`src/rtl/spi_pixel_frame_ctrl_pkg.sv`:
```
// Shared types and constants for the SPI pixel frame controller.
// Optional build macro: FRAME_CHECKSUM_EN (trailing XOR checksum byte per frame).
package pix_ctrl_pkg;

    typedef enum logic [2:0] {
        ST_IDLE,
        ST_CMD,
        ST_COLLECT,
        ST_WAIT_TX,
        ST_START
    } state_t;

    localparam logic [7:0] CMD_PIXEL_WRITE = 8'h01;

    typedef logic [23:0] pixel_t;

    // Pixel word is {G,R,B}; G and R arrive first and sit in the shift register.
    function automatic pixel_t pack_pixel(input logic [15:0] gr, input logic [7:0] b);
        return {gr, b};
    endfunction

endpackage

```
`src/rtl/spi_pixel_frame_ctrl_if.sv`:
```
// Byte-in / pixel-RAM-out / shifter handshake bundle of the frame controller.
// Optional build macro: FRAME_CHECKSUM_EN (no effect on this bundle).
interface spi_pixel_frame_ctrl_if #(
    parameter int ADDR_W = 6
);
    import pix_ctrl_pkg::*;

    logic              frame_active;
    logic [7:0]        rx_data;
    logic              rx_ready;
    logic              tx_busy;
    logic              wr_en;
    logic [ADDR_W-1:0] wr_addr;
    pixel_t            wr_data;
    logic              tx_start;
    logic [ADDR_W:0]   pix_count;
    logic              frame_err;

    modport slave (
        input  frame_active, rx_data, rx_ready, tx_busy,
        output wr_en, wr_addr, wr_data, tx_start, pix_count, frame_err
    );

    modport master (
        output frame_active, rx_data, rx_ready, tx_busy,
        input  wr_en, wr_addr, wr_data, tx_start, pix_count, frame_err
    );

endinterface

```
`src/rtl/spi_pixel_frame_ctrl_asm.sv`:
```
// pix_assembler: packs data bytes into {G,R,B} pixels, issues RAM writes, judges frame end.
// Optional build macro: FRAME_CHECKSUM_EN (adds the XOR accumulator and checksum test).
module pix_assembler
    import pix_ctrl_pkg::*;
#(
    parameter int NUM_PIXELS = 64,
    parameter int ADDR_W     = 6
) (
    input  logic              clk,
    input  logic              rst_n,
    input  logic              i_start,
    input  logic              i_byte_vld,
    input  logic [7:0]        i_byte,
    output logic              o_wr_en,
    output logic [ADDR_W-1:0] o_wr_addr,
    output pixel_t            o_wr_data,
    output logic [ADDR_W:0]   o_nxt_pix_cnt,
    output logic              o_end_commit,
    output logic              o_end_err
);

    localparam logic [ADDR_W:0] FULL_IDX = NUM_PIXELS[ADDR_W:0];

    logic [1:0]        r_byte_cnt, w_byte_cnt;
    logic [15:0]       r_shift, w_shift;
    logic [ADDR_W:0]   r_pix_idx, w_pix_idx;
    logic              r_ovf, w_ovf;
    logic              r_wr_en, w_wr_en;
    logic [ADDR_W-1:0] r_wr_addr, w_wr_addr;
    pixel_t            r_wr_data, w_wr_data;
    logic              w_full;
    logic [7:0]        r_xor, w_xor;

    assign w_full = (r_pix_idx == FULL_IDX);

    // Once full, triples are still counted so a trailing checksum byte lands as a lone leftover.
    always_comb begin
        w_byte_cnt = r_byte_cnt;
        w_shift    = r_shift;
        w_pix_idx  = r_pix_idx;
        w_ovf      = r_ovf;
        w_wr_en    = 1'b0;
        w_wr_addr  = r_wr_addr;
        w_wr_data  = r_wr_data;
        w_xor      = r_xor;
        if (i_start) begin
            w_byte_cnt = '0;
            w_shift    = '0;
            w_pix_idx  = '0;
            w_ovf      = 1'b0;
            w_xor      = i_byte;
        end else if (i_byte_vld) begin
            w_xor   = r_xor ^ i_byte;
            w_shift = {r_shift[7:0], i_byte};
            if (r_byte_cnt == 2'd2) begin
                w_byte_cnt = '0;
                if (w_full) begin
                    w_ovf = 1'b1;
                end else begin
                    w_wr_en   = 1'b1;
                    w_wr_addr = r_pix_idx[ADDR_W-1:0];
                    w_wr_data = pack_pixel(r_shift, i_byte);
                    w_pix_idx = r_pix_idx + (ADDR_W+1)'(1);
                end
            end else begin
                w_byte_cnt = r_byte_cnt + 2'd1;
            end
        end
    end

    // Frame-end verdict uses next-cycle values so a byte arriving with the falling edge counts.
    always_comb begin
        o_nxt_pix_cnt = w_pix_idx;
`ifdef FRAME_CHECKSUM_EN
        o_end_commit = (w_byte_cnt == 2'd1) && (w_xor == '0) && (w_pix_idx != '0);
        o_end_err    = w_ovf || (w_byte_cnt != 2'd1) || (w_xor != '0);
`else
        o_end_commit = (w_pix_idx != '0);
        o_end_err    = w_ovf || (w_byte_cnt != 2'd0) || (w_xor != w_xor);
`endif
    end

    always_ff @(posedge clk or negedge rst_n) begin
        if (!rst_n) begin
            r_byte_cnt <= '0;
            r_shift    <= '0;
            r_pix_idx  <= '0;
            r_ovf      <= 1'b0;
            r_wr_en    <= 1'b0;
            r_wr_addr  <= '0;
            r_wr_data  <= '0;
            r_xor      <= '0;
        end else begin
            r_byte_cnt <= w_byte_cnt;
            r_shift    <= w_shift;
            r_pix_idx  <= w_pix_idx;
            r_ovf      <= w_ovf;
            r_wr_en    <= w_wr_en;
            r_wr_addr  <= w_wr_addr;
            r_wr_data  <= w_wr_data;
            r_xor      <= w_xor;
        end
    end

    assign o_wr_en   = r_wr_en;
    assign o_wr_addr = r_wr_addr;
    assign o_wr_data = r_wr_data;

endmodule

```
`src/rtl/spi_pixel_frame_ctrl.sv`:
```
// SPI pixel frame controller: frame FSM, command check, commit and NeoPixel start handshake.
// Optional build macro: FRAME_CHECKSUM_EN (frame must end with an XOR checksum byte).
module spi_pixel_frame_ctrl
    import pix_ctrl_pkg::*;
#(
    parameter int NUM_PIXELS = 64,
    parameter int ADDR_W     = 6
) (
    input  logic                  clk,
    input  logic                  rst_n,
    spi_pixel_frame_ctrl_if.slave bus
);

`ifdef FRAME_CHECKSUM_EN
    localparam bit CKSUM_EN = 1'b1;
`else
    localparam bit CKSUM_EN = 1'b0;
`endif

    state_t          r_state, w_state_nxt;
    logic            r_fa_d;
    logic            r_frame_err;
    logic [ADDR_W:0] r_pix_count;

    logic            w_rise, w_fall, w_cmd_ok;
    logic            w_asm_start, w_asm_vld, w_pix_load, w_err_set, w_tx_start;
    logic [ADDR_W:0] w_nxt_pix_cnt;
    logic            w_end_commit, w_end_err;

    assign w_rise   = bus.frame_active && !r_fa_d;
    assign w_fall   = !bus.frame_active && r_fa_d;
    assign w_cmd_ok = (bus.rx_data == CMD_PIXEL_WRITE);

    always_ff @(posedge clk or negedge rst_n) begin
        if (!rst_n) r_state <= ST_IDLE;
        else        r_state <= w_state_nxt;
    end

    always_comb begin
        w_state_nxt = r_state;
        case (r_state)
            ST_IDLE:    if (w_rise) w_state_nxt = ST_CMD;
            ST_CMD: begin
                if (bus.rx_ready) w_state_nxt = (w_cmd_ok && !w_fall) ? ST_COLLECT : ST_IDLE;
                else if (w_fall)  w_state_nxt = ST_IDLE;
            end
            ST_COLLECT: if (w_fall) w_state_nxt = w_end_commit ? ST_WAIT_TX : ST_IDLE;
            ST_WAIT_TX: if (!bus.tx_busy) w_state_nxt = ST_START;
            ST_START:   w_state_nxt = ST_IDLE;
            default:    w_state_nxt = ST_IDLE;
        endcase
    end

    // A rejected command drops straight to IDLE; its remaining bytes are ignored until a new rising edge.
    always_comb begin
        w_tx_start  = (r_state == ST_START);
        w_asm_start = (r_state == ST_CMD) && bus.rx_ready && w_cmd_ok;
        w_asm_vld   = (r_state == ST_COLLECT) && bus.rx_ready;
        w_pix_load  = (r_state == ST_COLLECT) && w_fall && w_end_commit;
        w_err_set   = 1'b0;
        case (r_state)
            ST_CMD:     w_err_set = bus.rx_ready && (!w_cmd_ok || (w_fall && CKSUM_EN));
            ST_COLLECT: w_err_set = w_fall && w_end_err;
            ST_WAIT_TX,
            ST_START:   w_err_set = w_rise;
            default:    w_err_set = 1'b0;
        endcase
    end

    // Edge history resets high so a frame already in progress at reset release is not picked up.
    always_ff @(posedge clk or negedge rst_n) begin
        if (!rst_n) begin
            r_fa_d      <= 1'b1;
            r_frame_err <= 1'b0;
            r_pix_count <= '0;
        end else begin
            r_fa_d      <= bus.frame_active;
            r_frame_err <= w_err_set;
            if (w_pix_load) r_pix_count <= w_nxt_pix_cnt;
        end
    end

    pix_assembler #(
        .NUM_PIXELS (NUM_PIXELS),
        .ADDR_W     (ADDR_W)
    ) u_asm (
        .clk           (clk),
        .rst_n         (rst_n),
        .i_start       (w_asm_start),
        .i_byte_vld    (w_asm_vld),
        .i_byte        (bus.rx_data),
        .o_wr_en       (bus.wr_en),
        .o_wr_addr     (bus.wr_addr),
        .o_wr_data     (bus.wr_data),
        .o_nxt_pix_cnt (w_nxt_pix_cnt),
        .o_end_commit  (w_end_commit),
        .o_end_err     (w_end_err)
    );

    assign bus.tx_start  = w_tx_start;
    assign bus.pix_count = r_pix_count;
    assign bus.frame_err = r_frame_err;

endmodule

```
`src/flat_wrapper.sv`:
```
// flat-port wrapper written by rule: the top's interface ports become plain ports
module spi_pixel_frame_ctrl_flat import pix_ctrl_pkg::*;
#(
    parameter int NUM_PIXELS = 64,
    parameter int ADDR_W     = 6
)
  (clk, rst_n, bus_frame_active, bus_rx_data, bus_rx_ready, bus_tx_busy, bus_wr_en, bus_wr_addr, bus_wr_data, bus_tx_start, bus_pix_count, bus_frame_err);
  spi_pixel_frame_ctrl_if #(.ADDR_W(ADDR_W)) bus_i ();
  input  logic clk;
  input  logic rst_n;
  input wire logic [$bits(bus_i.frame_active)-1:0] bus_frame_active;
  input wire logic [$bits(bus_i.rx_data)-1:0] bus_rx_data;
  input wire logic [$bits(bus_i.rx_ready)-1:0] bus_rx_ready;
  input wire logic [$bits(bus_i.tx_busy)-1:0] bus_tx_busy;
  output wire logic [$bits(bus_i.wr_en)-1:0] bus_wr_en;
  output wire logic [$bits(bus_i.wr_addr)-1:0] bus_wr_addr;
  output wire logic [$bits(bus_i.wr_data)-1:0] bus_wr_data;
  output wire logic [$bits(bus_i.tx_start)-1:0] bus_tx_start;
  output wire logic [$bits(bus_i.pix_count)-1:0] bus_pix_count;
  output wire logic [$bits(bus_i.frame_err)-1:0] bus_frame_err;
  assign bus_i.frame_active = bus_frame_active;
  assign bus_i.rx_data = bus_rx_data;
  assign bus_i.rx_ready = bus_rx_ready;
  assign bus_i.tx_busy = bus_tx_busy;
  assign bus_wr_en = bus_i.wr_en;
  assign bus_wr_addr = bus_i.wr_addr;
  assign bus_wr_data = bus_i.wr_data;
  assign bus_tx_start = bus_i.tx_start;
  assign bus_pix_count = bus_i.pix_count;
  assign bus_frame_err = bus_i.frame_err;
  spi_pixel_frame_ctrl #(.NUM_PIXELS(NUM_PIXELS), .ADDR_W(ADDR_W)) u_core (.clk(clk), .rst_n(rst_n), .bus(bus_i));
endmodule
```
`config.mk`:
```
export PLATFORM = sky130hd
export DESIGN_NAME = spi_pixel_frame_ctrl_flat
export DESIGN_NICKNAME = d
export VERILOG_FILES = /design/src/rtl/spi_pixel_frame_ctrl_pkg.sv /design/src/rtl/spi_pixel_frame_ctrl_if.sv /design/src/rtl/spi_pixel_frame_ctrl_asm.sv /design/src/rtl/spi_pixel_frame_ctrl.sv /design/src/flat_wrapper.sv
export SDC_FILE = /design/constraint.sdc
export NUM_CORES = 1
export LEC_CHECK = 0
export CAP_MARGIN = 0
export CORE_UTILIZATION = 52
export CTS_CLUSTER_SIZE = 40
export DETAILED_ROUTE_END_ITERATION = 6
export PLACE_DENSITY = 0.81
export SLEW_MARGIN = 15
export SYNTH_ARGS = -nofsm -noshare
export SYNTH_HDL_FRONTEND = slang
export SYNTH_SLANG_ARGS = --single-unit
```
`constraint.sdc`:
```
create_clock -name clk -period 2.3 [get_ports clk]
set_input_delay 0.23 -clock clk [delete_from_list [all_inputs] [get_ports clk]]
set_output_delay 0.23 -clock clk [all_outputs]
set_load 0.02 [all_outputs]
```
[After elaboration in Yosys (flattened, before gate mapping)]
Cells that the tools add are included.
Operators by class
  reduce and logical (&&, ||, !) cells: 22
  multiplexer cells: 26
  add/sub/neg operators: 2
  eq/ne operators: 11
  bitwise logic cells: 2
Operators by type and width (count)
  16-bit two-way mux: 2
  7-bit two-way mux: 4
  3-bit two-way mux: 5
  3-bit one-hot mux with 4 select lines: 1
  1-bit logical AND: 10
  2-bit two-way mux: 5
  8-bit by 1-bit == test with 1-bit output (second input constant): 1
  1-bit two-way mux: 8
  4-bit AND reduction: 2
  7-bit by 1-bit adder with 7-bit output (second input constant): 1
  7-bit == test (second input constant): 1
  7-bit nonzero test: 1
  3-bit by 2-bit == test with 1-bit output (second input constant): 2
  1-bit zero test: 4
  2-bit by 1-bit != test with 1-bit output (second input constant): 2
  2-bit nonzero test: 2
  3-bit by 1-bit == test with 1-bit output (second input constant): 1
  3-bit == test (second input constant): 1
  3-bit zero test: 1
  3-bit by 2-bit != test with 1-bit output (second input constant): 1
  1-bit one-hot mux with 3 select lines: 1
  2-bit by 1-bit adder with 2-bit output (second input constant): 1
  2-bit == test (second input constant): 1
  2-bit != test (second input constant): 1
  other kinds (3): 4
Storage, ports and cells
  input port bits: 13
  logic and storage cells: 74
  register bits after elaboration: 69
  output and inout port bits: 40

[Longest topological paths before layout]
Gate-level depths: netlist (run 1).
  depth after elaboration: 9
  gate-level depth with buffers: 10

[Hierarchy]
A second synthesis (run 1) with hierarchy kept.
Unflattened totals
  cells, all modules: 234
  area, all modules: 3224.3 um2
By module, submodules not included
  pix_assembler: area an instance 2601.2 um2, cells an instance 183, instances 1, sequential area each 1426.4 um2
  spi_pixel_frame_ctrl: area an instance 623.1 um2, cells an instance 51, instances 1, sequential area each 301.5 um2

[Worst setup path after synthesis (run 1)]
No wires, ideal clock.
  kind: register to register
  start point: register u_core.u_asm.r_pix_idx[0]
  end point: register u_core.r_state[0]
  required time: 2.176 ns
  arrival: 1.875 ns
  library setup time: 0.124 ns
  setup slack: 0.301 ns
  clock period less this slack: 1.999 ns
  stages on the path, launching flop included: 7
  cell sequence: dfrtp_1 clkbuf_1 inv_1 ha_1 o41a_1 and2_4 a211o_1
On the way
  cells in the longest elaborated chain, start to end: 9
RTL lines
  start: declaration: RTL line spi_pixel_frame_ctrl_asm.sv:26  | logic [ADDR_W:0] r_pix_idx, w_pix_idx;
  start signal: assignment: RTL line spi_pixel_frame_ctrl_asm.sv:96  | r_pix_idx <= w_pix_idx;
  7-bit by 1-bit adder with 7-bit output / 7-bit == test (equally long branches): RTL line spi_pixel_frame_ctrl_asm.sv:63, spi_pixel_frame_ctrl_asm.sv:34
  7-bit two-way mux: RTL line spi_pixel_frame_ctrl_asm.sv:57  | if (w_full) begin
  7-bit two-way mux: RTL line spi_pixel_frame_ctrl_asm.sv:55  | if (r_byte_cnt == 2'd2) begin
  7-bit two-way mux (*): RTL line spi_pixel_frame_ctrl_asm.sv:52  | end else if (i_byte_vld) begin
  7-bit two-way mux (*): RTL line spi_pixel_frame_ctrl_asm.sv:46  | if (i_start) begin
  7-bit nonzero test (*): RTL line spi_pixel_frame_ctrl_asm.sv:78  | o_end_commit = (w_pix_idx != '0);
  2-bit two-way mux (*): RTL line spi_pixel_frame_ctrl.sv:47  | ST_COLLECT: if (w_fall) w_state_nxt = w_end_commit ? ST_WAIT_TX : ST_IDLE;
  3-bit two-way mux (*): RTL line spi_pixel_frame_ctrl.sv:47
  3-bit one-hot mux with 4 select lines (*): RTL line spi_pixel_frame_ctrl.sv:41  | case (r_state)
  end signal: assignment: RTL line spi_pixel_frame_ctrl.sv:36  | else r_state <= w_state_nxt;
  end: declaration: RTL line spi_pixel_frame_ctrl.sv:20  | state_t r_state, w_state_nxt;
Every way passes the cells marked *; elsewhere a longest branch is shown, timed or not. The select of a mux whose other input is x is not followed.
A chain may end at the register's enable or synchronous reset.

[Final worst setup path (run 1)]
Same ends and word-level chain as after synthesis.

==> results_dict.tcl, run 1 <==
set metrics [dict create \
    cts_root_buffer "clkbuf_8" \
    grt_pass1_wl_um 11200 \
    worstMarginPinSlew_ns 0.4621 \
    end_kind "register" \
    synth_top_cell_by_area "dfrtp_1" \
    area_growth_pct 26.37 \
    vdd_drop_max_mv 0.7048 \
    drtIter0Drc 134 \
    cp_num_buf_inv 2 \
    path_cells "inv_1, ha_1, nand3b_1, buf_4, nor4_1, o211ai_1, and2_4, a211o_1" \
    ys_top_cells_by_area "dfrtp_1 53%, nand2_1 6.9%, mux2_2 4.9%, a22o_1 3.8%, nor3b_1 1.6%" \
    layout_commonest_cell "dfrtp_1" \
    synth_cell_type_count 56 \
    clock_latency_ns 0.35 \
    critical_path_arrival_ns 2.34 \
    syn_area_um2 3203 \
    p_total_mw 4.864 \
    place_hpwl_um 4932 \
    slowest_stage "dfrtp_1" \
    outcome "completed" \
    tritoncts "built" \
    synthCells 293 \
    period_needed_ns 2.112 \
    fmax_mhz 473.6 \
    final_cell_mix "68 x dfrtp_1, 59 x nand2_1, 51 x clkdlybuf4s50_1, 15 x buf_4" \
    viasPerCell 5.607 \
    nets 369 \
    ys.flop_type "dfrtp_1" \
    synth-seq-area-share_pct 53.95 \
    setup_viol 0 \
    cp.required_ns 2.53 \
    slew_violations 0 \
    overflow 0 \
    grt_pass1_vias 2409 \
    grtUsageTotal_pct 23.34 \
    maxCapViolations 0 \
    rsz0062_at_grt "false" \
    synth-seq-cells 69 \
    io_buffers 52 \
    ios 53 \
    critPathMaxFanout 9 \
    initial_core_util_pct 54.10 \
    drtAntennaViolNets 0 \
    finalInstanceArea_um2 4048 \
    chipWidth_um 80.49 \
    coreArea_um2 5921 \
    die_h_um 80.49 \
    fin_setup_tns_ns 0 \
    dr.pass1.iters 4 \
    synth_edf_count 0 \
    n_antenna_cell 0 \
    hold_class "in -> async" \
    wl_per_cell_um 15.52 \
    criticalPathCategory "reg -> reg" \
    layout-drive-gt1-share_pct 17.60 \
    p_per_area_nw_per_um2 1202 \
    cts_sinks 69 \
    hold_viol 0 \
    dpl-instance-area_um2 3826 \
    cts_buffers 9 \
    p_leak_nw 1.900 \
    async_flop_share_pct 100.0 \
    cts-htree-levels 3 \
    drt-total-wl_um 6718 \
    antenna_found_initial 0 \
    max_slew_margin_pct 68.97 \
    crit_family "simple AND/OR/NAND/NOR gates" \
    max_stage_delay_ns 0.48 \
    synth_nets 308 \
    skew_ns 0.01258 \
    grt_max_degree 41 \
    cts.reportedPaths.clkPinSlew_ns 0.08 \
    synth.yosys.warnings 0 \
    hold_slack_ns 0.3242 \
    gp_congestion 0.9283 \
    cts-resized-gates 0 \
    startpoint_type "register" \
    syn_avg_cell_area_um2 10.93 \
    drc_errors 0 \
    rows 28 \
    yosysTopAreaCellShare_pct 53.13 \
    cts_buffer_depth 2 \
    period_share_pct 91.81 \
    vias 2428 \
    fp.dieArea_um2 6478 \
]
[cell families (layout without fill, tap and decap cells)]
family	Yosys count	after routing	synth area share (%)
DFF	69	69	53.95
buffers and inverters	27	92	4.648
and+or+nand+nor	114	114	18.75
xor gates and xnor gates	5	5	1.367
AOI/OAI and AO/OA	59	59	14.65
adders and majority gates	2	2	0.7811
muxes	17	17	5.859
[area by class of cell]
| type | instances | area [um^2] |
|---|---|---|
| Clock buffer | 9 | 123.9 |
| Inverter | 8 | 30.03 |
| Timing Repair Buffer | 69 | 658.1 |
| Sequential cell | 69 | 1728 |
| Multi-Input combinational cell | 197 | 1326 |
| Tap cell | 75 | 93.84 |
| Clock inverter | 6 | 87.58 |
| Fill cell | 447 | 1873 |
[power breakdown]
group | internal, mW | switching, mW | total [mW] | leakage (nW)
Combinational | 0.918 | 0.896 | 1.81 | 0.888
Sequential | 1.64 | 0.349 | 1.99 | 0.903
Clock | 0.606 | 0.453 | 1.06 | 0.109
[flip-flops by register name (all words and copies together) (netlist names)]
signal,cells
u_core.u_asm.r_ovf,1
u_core.bus.frame_err,1
u_core.bus.pix_count,7
u_core.u_asm.r_shift,16
u_core.u_asm.o_wr_en,1
u_core.r_state,3
u_core.u_asm.r_pix_idx,7
u_core.u_asm.o_wr_data,24
u_core.u_asm.r_byte_cnt,2
u_core.r_fa_d,1
u_core.u_asm.o_wr_addr,6
[routing by layer]
layer	vias to the layer above	wire length [um]	global-route usage, %
li1	1157	-	-
met1	1189	2946	28.35
met2	70	3340	39.15
met3	12	332	6.705
met4	0	98	8.750
met5	-	0	0
[worst paths after layout]
check / startpoint / cells after the start / to / slack, ns
setup reg to reg: u_core.u_asm.r_pix_idx[0]$_DFF_PN0_ / 8 / u_core.r_state[0]$_DFFE_PN0P_ / 0.19
max in group asynchronous: rst_n / 3 / u_core.u_asm.r_pix_idx[4]$_DFF_PN0_ / 1.43
min in group clk: bus_frame_active / 1 / u_core.r_fa_d$_DFF_PN1_ / 0.39
hold / removal: rst_n / 2 / u_core.u_asm.o_wr_data[22]$_DFFE_PN0P_ / 0.32
setup / recovery: u_core.u_asm.r_pix_idx[0]$_DFF_PN0_ / 8 / u_core.r_state[0]$_DFFE_PN0P_ / 0.19
hold reg to reg: u_core.u_asm.r_shift[14]$_DFFE_PN0P_ / 2 / u_core.u_asm.o_wr_data[22]$_DFFE_PN0P_ / 0.47
[synth_stat cells, types with 2 or more instances]
cell      count
a31o_2        3
buf_4         2
a22oi_1       3
nor3_1        5
o21bai_1      3
mux2_2       14
o211ai_1      2
clkbuf_1      5
a211oi_1      3
dfrtp_1      68
o21ai_0      10
nor4_1        2
nor2b_1       5
nor4_4        2
nand2b_1      4
o31ai_1       4
buf_6         4
ha_1          2
nor3b_1       7
nor4b_1       2
a21oi_1       2
a22o_1       14
nand2_1      59
nor2_1       12
a21bo_2       2
and3_1        3
nand3_1       4
buf_2         8
xnor2_1       4
inv_1         7
mux2i_1       3
[what timing repair did]
item | CTS | global route
buffers inserted | 0 | 0
hold buffers | 1 | 0
endpoints found under the setup margin | 0 | 0
hold endpoints to repair | 12 | 0
[stage by stage]
step                std cells  worst slack, ns  util [%]
global route              433          0.03293     68.36
finish                    433           0.1884     68.36
floorplan                 293           0.3014         -
global placement          417          0.02419     64.62
detailed placement        417         0.002665     64.62
CTS                       433           0.2021     68.36
Note: power is estimated with default switching activity, not from simulation.
==> run 2, diff against run 1 <==
==> constraint.sdc (replaced) <==
create_clock -name clk -period 2.3 [get_ports clk]
set_input_delay 0.46 -clock clk [delete_from_list [all_inputs] [get_ports clk]]
set_output_delay 0.46 -clock clk [all_outputs]
set_load 0.05 [all_outputs]
==> results_dict.tcl, run 2 (same netlist as run 1, synthesis figures left out) <==
set metrics [dict create \
    worstReg2RegEnd "u_core.u_asm.o_wr_data[5]$_DFFE_PN0P_" \
    dr.pass1.iters 4 \
    slew_violations 0 \
    drt-total-wl_um 7032 \
    grt_pass1_vias 2497 \
    drtAntennaViolNets 0 \
    vias 2493 \
    worstHoldEndpoint "u_core.u_asm.o_wr_data[20]$_DFFE_PN0P_" \
    rr_worst_depth 4 \
    utilization_pct 69.91 \
    overflow 0 \
    critPathMaxFanout 19 \
    largest_reg_flops 24 \
    place_hpwl_um 5178 \
    worst-r2r-setup-slack_ns 0.20 \
    period_share_pct 91.28 \
    drtIter0Drc 112 \
    p_leak_nw 1.965 \
    grt_max_degree 30 \
    ios 53 \
    p_total_mw 5.378 \
    criticalPathCategory "reg -> reg" \
    rows 28 \
    p_per_area_nw_per_um2 1299 \
    cts_buffers 9 \
    skew_ns 0.004037 \
    cts_buffer_depth 2 \
    dpl-instance-area_um2 3929 \
    startpoint_type "register" \
    end_kind "register" \
    tritoncts "built" \
    layout_commonest_cell "dfrtp_1" \
    grt_pass1_wl_um 11540 \
    n_antenna_cell 0 \
    coreArea_um2 5921 \
    layout-drive-gt1-share_pct 21.18 \
    nets 383 \
    gp_congestion 0.8635 \
    io_buffers 52 \
    critical_path_arrival_ns 2.34 \
    fmax_mhz 476.3 \
    fin_setup_tns_ns 0 \
    area_growth_pct 29.22 \
    cts_root_buffer "clkbuf_8" \
    finalInstanceArea_um2 4139 \
    viasPerCell 5.565 \
    cts.reportedPaths.clkPinSlew_ns 0.07 \
    setup_viol 0 \
    cts-resized-gates 0 \
    grtUsageTotal_pct 23.97 \
    drc_errors 0 \
    hold_class "reg -> reg" \
    fp.dieArea_um2 6478 \
    outcome "completed" \
    nFillCells 441 \
    final_cell_mix "68 x dfrtp_1, 59 x nand2_1, 50 x clkdlybuf4s50_1, 30 x buf_4" \
    cts-htree-levels 3 \
    r2r-start "u_core.u_asm.r_pix_idx[3]$_DFF_PN0_" \
    hold_viol 0 \
    antenna_found_initial 0 \
    worstMarginPinSlew_ns 0.5042 \
    cp.required_ns 2.54 \
    chipWidth_um 80.49 \
    vdd_drop_max_mv 0.7959 \
    clock_latency_ns 0.35 \
    path_cells "or3_4, o211ai_2, buf_4, mux2_2" \
    die_h_um 80.49 \
    holdPathStages 2 \
    max_stage_delay_ns 0.48 \
    hold_slack_ns 0.4746 \
    min_from "u_core.u_asm.o_wr_data[20]$_DFFE_PN0P_" \
    maxCapViolations 0 \
    rsz0062_at_grt "false" \
    slowest_stage "or3_4" \
    initial_core_util_pct 54.10 \
    cts_sinks 69 \
    period_needed_ns 2.100 \
    max_slew_margin_pct 66.28 \
    wl_per_cell_um 15.70 \
]
run 2: cell count changes in the layout (fill, tap and decap cells not counted), sizes merged:
| cell | delta |
|---|---|
| inv | -1 |
| buf | +15 |
| clkbuf | +1 |
| bufinv | -1 |
| clkdlybuf4s50 | -1 |
| clkinv | +2 |
run 2: how the worst max path moves through the flow:
stage / slack, ns / endpoint / depth (start not counted) / from
3_5_place_dp: -0.18 / u_core.bus.pix_count[4]$_DFFE_PN0P_ / 7 / bus_rx_data[1]
3_3_place_gp: -0.16 / u_core.bus.frame_err$_DFF_PN0_ / 7 / bus_rx_data[1]
6_report: 0.20 / u_core.u_asm.o_wr_data[5]$_DFFE_PN0P_ / 4 / u_core.u_asm.r_pix_idx[3]$_DFF_PN0_
2_1_floorplan: 0.10 / u_core.bus.frame_err$_DFF_PN0_ / 6 / u_core.r_state[1]$_DFFE_PN0P_
5_1_grt: 0.04 / u_core.u_asm.o_wr_data[21]$_DFFE_PN0P_ / 8 / u_core.u_asm.r_pix_idx[0]$_DFF_PN0_
4_1_cts: 0.17 / u_core.bus.pix_count[2]$_DFFE_PN0P_ / 7 / bus_rx_data[1]
run 2: layout make-up:
class | instances | area [um^2] | share of cell area, %
inverters | 8 | 30.03 | 0.7255
well taps | 75 | 93.84 | 2.267
multi-input cells | 197 | 1326 | 32.04
clock buffers | 10 | 137.6 | 3.325
repair buffers | 83 | 760.7 | 18.38
clock inverters | 6 | 62.56 | 1.511
flip-flops and latches | 69 | 1728 | 41.75
run 2: stage by stage:
step                instances  setup slack (ns)
floorplan                 293            0.1023
global placement          431           -0.1621
detailed placement        431           -0.1766
CTS                       448            0.1742
global route              448           0.03838
finish                    448            0.2005
run 2: worst max-delay path: cells and delay by family (launching register included):
| family | cells | cell delay, ns |
|---|---|---|
| simple gates | 1 | 0.48 |
| mux | 1 | 0.36 |
| flops | 1 | 0.45 |
| compound gates | 1 | 0.37 |
| buf+inv | 1 | 0.32 |
run 2: what timing repair did:
item,in CTS,in global routing
hold buffers,1,0
endpoints found under the hold margin,6,0
setup buffers,0,0
run 2: report_power, final:
part	internal, mW	switching [mW]	leakage [nW]
sequential	1.64	0.349	0.903
combinational	0.940	1.45	0.956
clock	0.528	0.464	0.106
run 2: per-layer routing:
| metal | vias up | share of wire [%] | GRT usage (%) |
|---|---|---|---|
| li1 | 1186 | - | - |
| met1 | 1225 | 43 | 28.63 |
| met2 | 65 | 51 | 40.42 |
| met3 | 17 | 3.6 | 4.545 |
| met4 | 0 | 2.8 | 13.21 |
| met5 | - | 0 | 0 |
==> run 3, diff against run 2 <==
--- a/config.mk
+++ b/config.mk
@@ -6,10 +6,10 @@
 export NUM_CORES = 1
 export LEC_CHECK = 0
 export CAP_MARGIN = 0
-export CORE_UTILIZATION = 52
+export CORE_UTILIZATION = 35
 export CTS_CLUSTER_SIZE = 40
 export DETAILED_ROUTE_END_ITERATION = 6
-export PLACE_DENSITY = 0.81
+export PLACE_DENSITY = 0.59
 export SLEW_MARGIN = 15
 export SYNTH_ARGS = -nofsm -noshare
 export SYNTH_HDL_FRONTEND = slang
==> results_dict.tcl, run 3 (same netlist as run 1, synthesis figures left out) <==
set metrics [dict create \
    rr_worst_depth 4 \
    layout_commonest_cell "dfrtp_1" \
    overflow 0 \
    drtIter0Drc 96 \
    failed_checks "DRC" \
    vias 2435 \
    skew_ns 0.009419 \
    cts_buffers 9 \
    cts_root_buffer "clkbuf_8" \
    cts.reportedPaths.clkPinSlew_ns 0.08 \
    cp.required_ns 2.54 \
    finalInstanceArea_um2 4203 \
    cts_buffer_depth 2 \
    largest_reg_flops 24 \
    nets 381 \
    period_needed_ns 2.091 \
    gp_congestion 0.8567 \
    place_hpwl_um 5031 \
    drt-total-wl_um 7113 \
    setup_viol 0 \
    worstMarginPinSlew_ns 0.5131 \
    coreArea_um2 8806 \
    wl_per_cell_um 14.85 \
    startpoint_type "primary input" \
    rsz0062_at_grt "false" \
    p_leak_nw 1.963 \
    nFillCells 829 \
    initial_core_util_pct 36.37 \
    drtAntennaViolNets 0 \
    cts_sinks 69 \
    grt_pass1_vias 2495 \
    n_antenna_cell 0 \
    ios 53 \
    max_slew_margin_pct 65.68 \
    cts_setup_buffers 0 \
    end_kind "register" \
    slew_violations 0 \
    hold_viol 0 \
    die_h_um 97.67 \
    hold_class "in -> async" \
    maxCapViolations 0 \
    final_cell_mix "68 x dfrtp_1, 59 x nand2_1, 50 x clkdlybuf4s50_1, 27 x buf_4" \
    clock_latency_ns 0.35 \
    grtUsageTotal_pct 16.10 \
    grt_pass1_wl_um 12200 \
    dpl-instance-area_um2 3996 \
    critPathMaxFanout 6 \
    critical_path_arrival_ns 2.33 \
    chipWidth_um 97.67 \
    dr.pass1.iters 6 \
    antenna_found_initial 0 \
    fmax_mhz 478.3 \
    period_share_pct 90.89 \
    io_buffers 52 \
    p_per_area_nw_per_um2 1288 \
    tritoncts "built" \
    dp_slack_ns -0.2142 \
    outcome "finished with violations" \
    cts_hold_repair.buffers 0 \
    cts-htree-levels 3 \
    fin_setup_tns_ns 0 \
    fp.dieArea_um2 9538 \
    criticalPathCategory "in -> reg" \
    layout-drive-gt1-share_pct 21.02 \
    area_growth_pct 31.21 \
    rows 34 \
    cts-resized-gates 0 \
    viasPerCell 5.084 \
    setup_slack_ns 0.2094 \
    drc_errors 9 \
    vdd_drop_max_mv 0.4670 \
    grt_max_degree 70 \
]
-- run 3: cell count changes in the layout (fill, tap and decap cells not counted) --
cell	change
clkinvlp_4	+1
o211ai_2	-1
o211ai_4	+1
clkinv_2	-2
buf_12	+2
dlygate4sd3_1	-1
buf_4	-3
clkinv_4	-1
inv_6	+2
-- run 3: metrics by stage --
stage | cells | utilization, % | power (mW) | hold slack [ns]
2_1_floorplan | 293 | - | 3.612 | 0.1644
3_3_place_gp | 463 | 45.38 | 4.393 | 0.4588
3_5_place_dp | 463 | 45.38 | 4.423 | 0.4612
4_1_cts | 479 | 47.73 | 5.466 | 0.1338
5_1_grt | 479 | 47.73 | 5.713 | 0.1393
6_report | 479 | 47.73 | 5.411 | 0.1185
-- run 3: path summary, 6_finish.rpt --
path / start / endpoint / slack [ns]
setup / recovery: bus_rx_data[2] / u_core.r_state[1]$_DFFE_PN0P_ / 0.21
hold / removal: rst_n / u_core.u_asm.o_wr_data[22]$_DFFE_PN0P_ / 0.12
setup reg to reg: u_core.u_asm.r_pix_idx[3]$_DFF_PN0_ / u_core.u_asm.o_wr_data[4]$_DFFE_PN0P_ / 0.21
hold reg to reg: u_core.u_asm.o_wr_data[13]$_DFFE_PN0P_ / u_core.u_asm.o_wr_data[13]$_DFFE_PN0P_ / 0.48
max in group asynchronous: rst_n / u_core.r_fa_d$_DFF_PN1_ / 1.87
min in group clk: u_core.u_asm.o_wr_data[13]$_DFFE_PN0P_ / u_core.u_asm.o_wr_data[13]$_DFFE_PN0P_ / 0.48
-- run 3: layer usage --
| layer | GRT usage, % | share of wire [%] | vias up |
|---|---|---|---|
| li1 | - | - | 1180 |
| met1 | 21.14 | 46 | 1191 |
| met2 | 25.48 | 48 | 55 |
| met3 | 4.748 | 4.6 | 9 |
| met4 | 5.128 | 1.7 | 0 |
| met5 | 0 | 0 | - |
-- run 3: area by class of cell --
| cell class | count | area, um^2 | share of cell area, % |
|---|---|---|---|
| Clock inverter | 6 | 68.82 | 1.637 |
| Timing Repair Buffer | 81 | 768.2 | 18.28 |
| Inverter | 8 | 30.03 | 0.7145 |
| Clock buffer | 10 | 137.6 | 3.275 |
| Multi-Input combinational cell | 197 | 1335 | 31.77 |
| Tap cell | 108 | 135.1 | 3.215 |
| Sequential cell | 69 | 1728 | 41.11 |
-- run 3: critical path: stages --
cell and delay, ns:
clkdlybuf4s50_1 0.46, nor4b_1 0.34, buf_4 0.18, and3_1 0.17, buf_4 0.17, a22oi_1 0.10
and3_1 0.20, a221oi_1 0.26
-- run 3: report_power, final --
group / internal (mW) / switching (mW)
clock: 0.538 / 0.487
sequential: 1.64 / 0.297
combinational: 0.962 / 1.49
total: 3.14 / 2.27
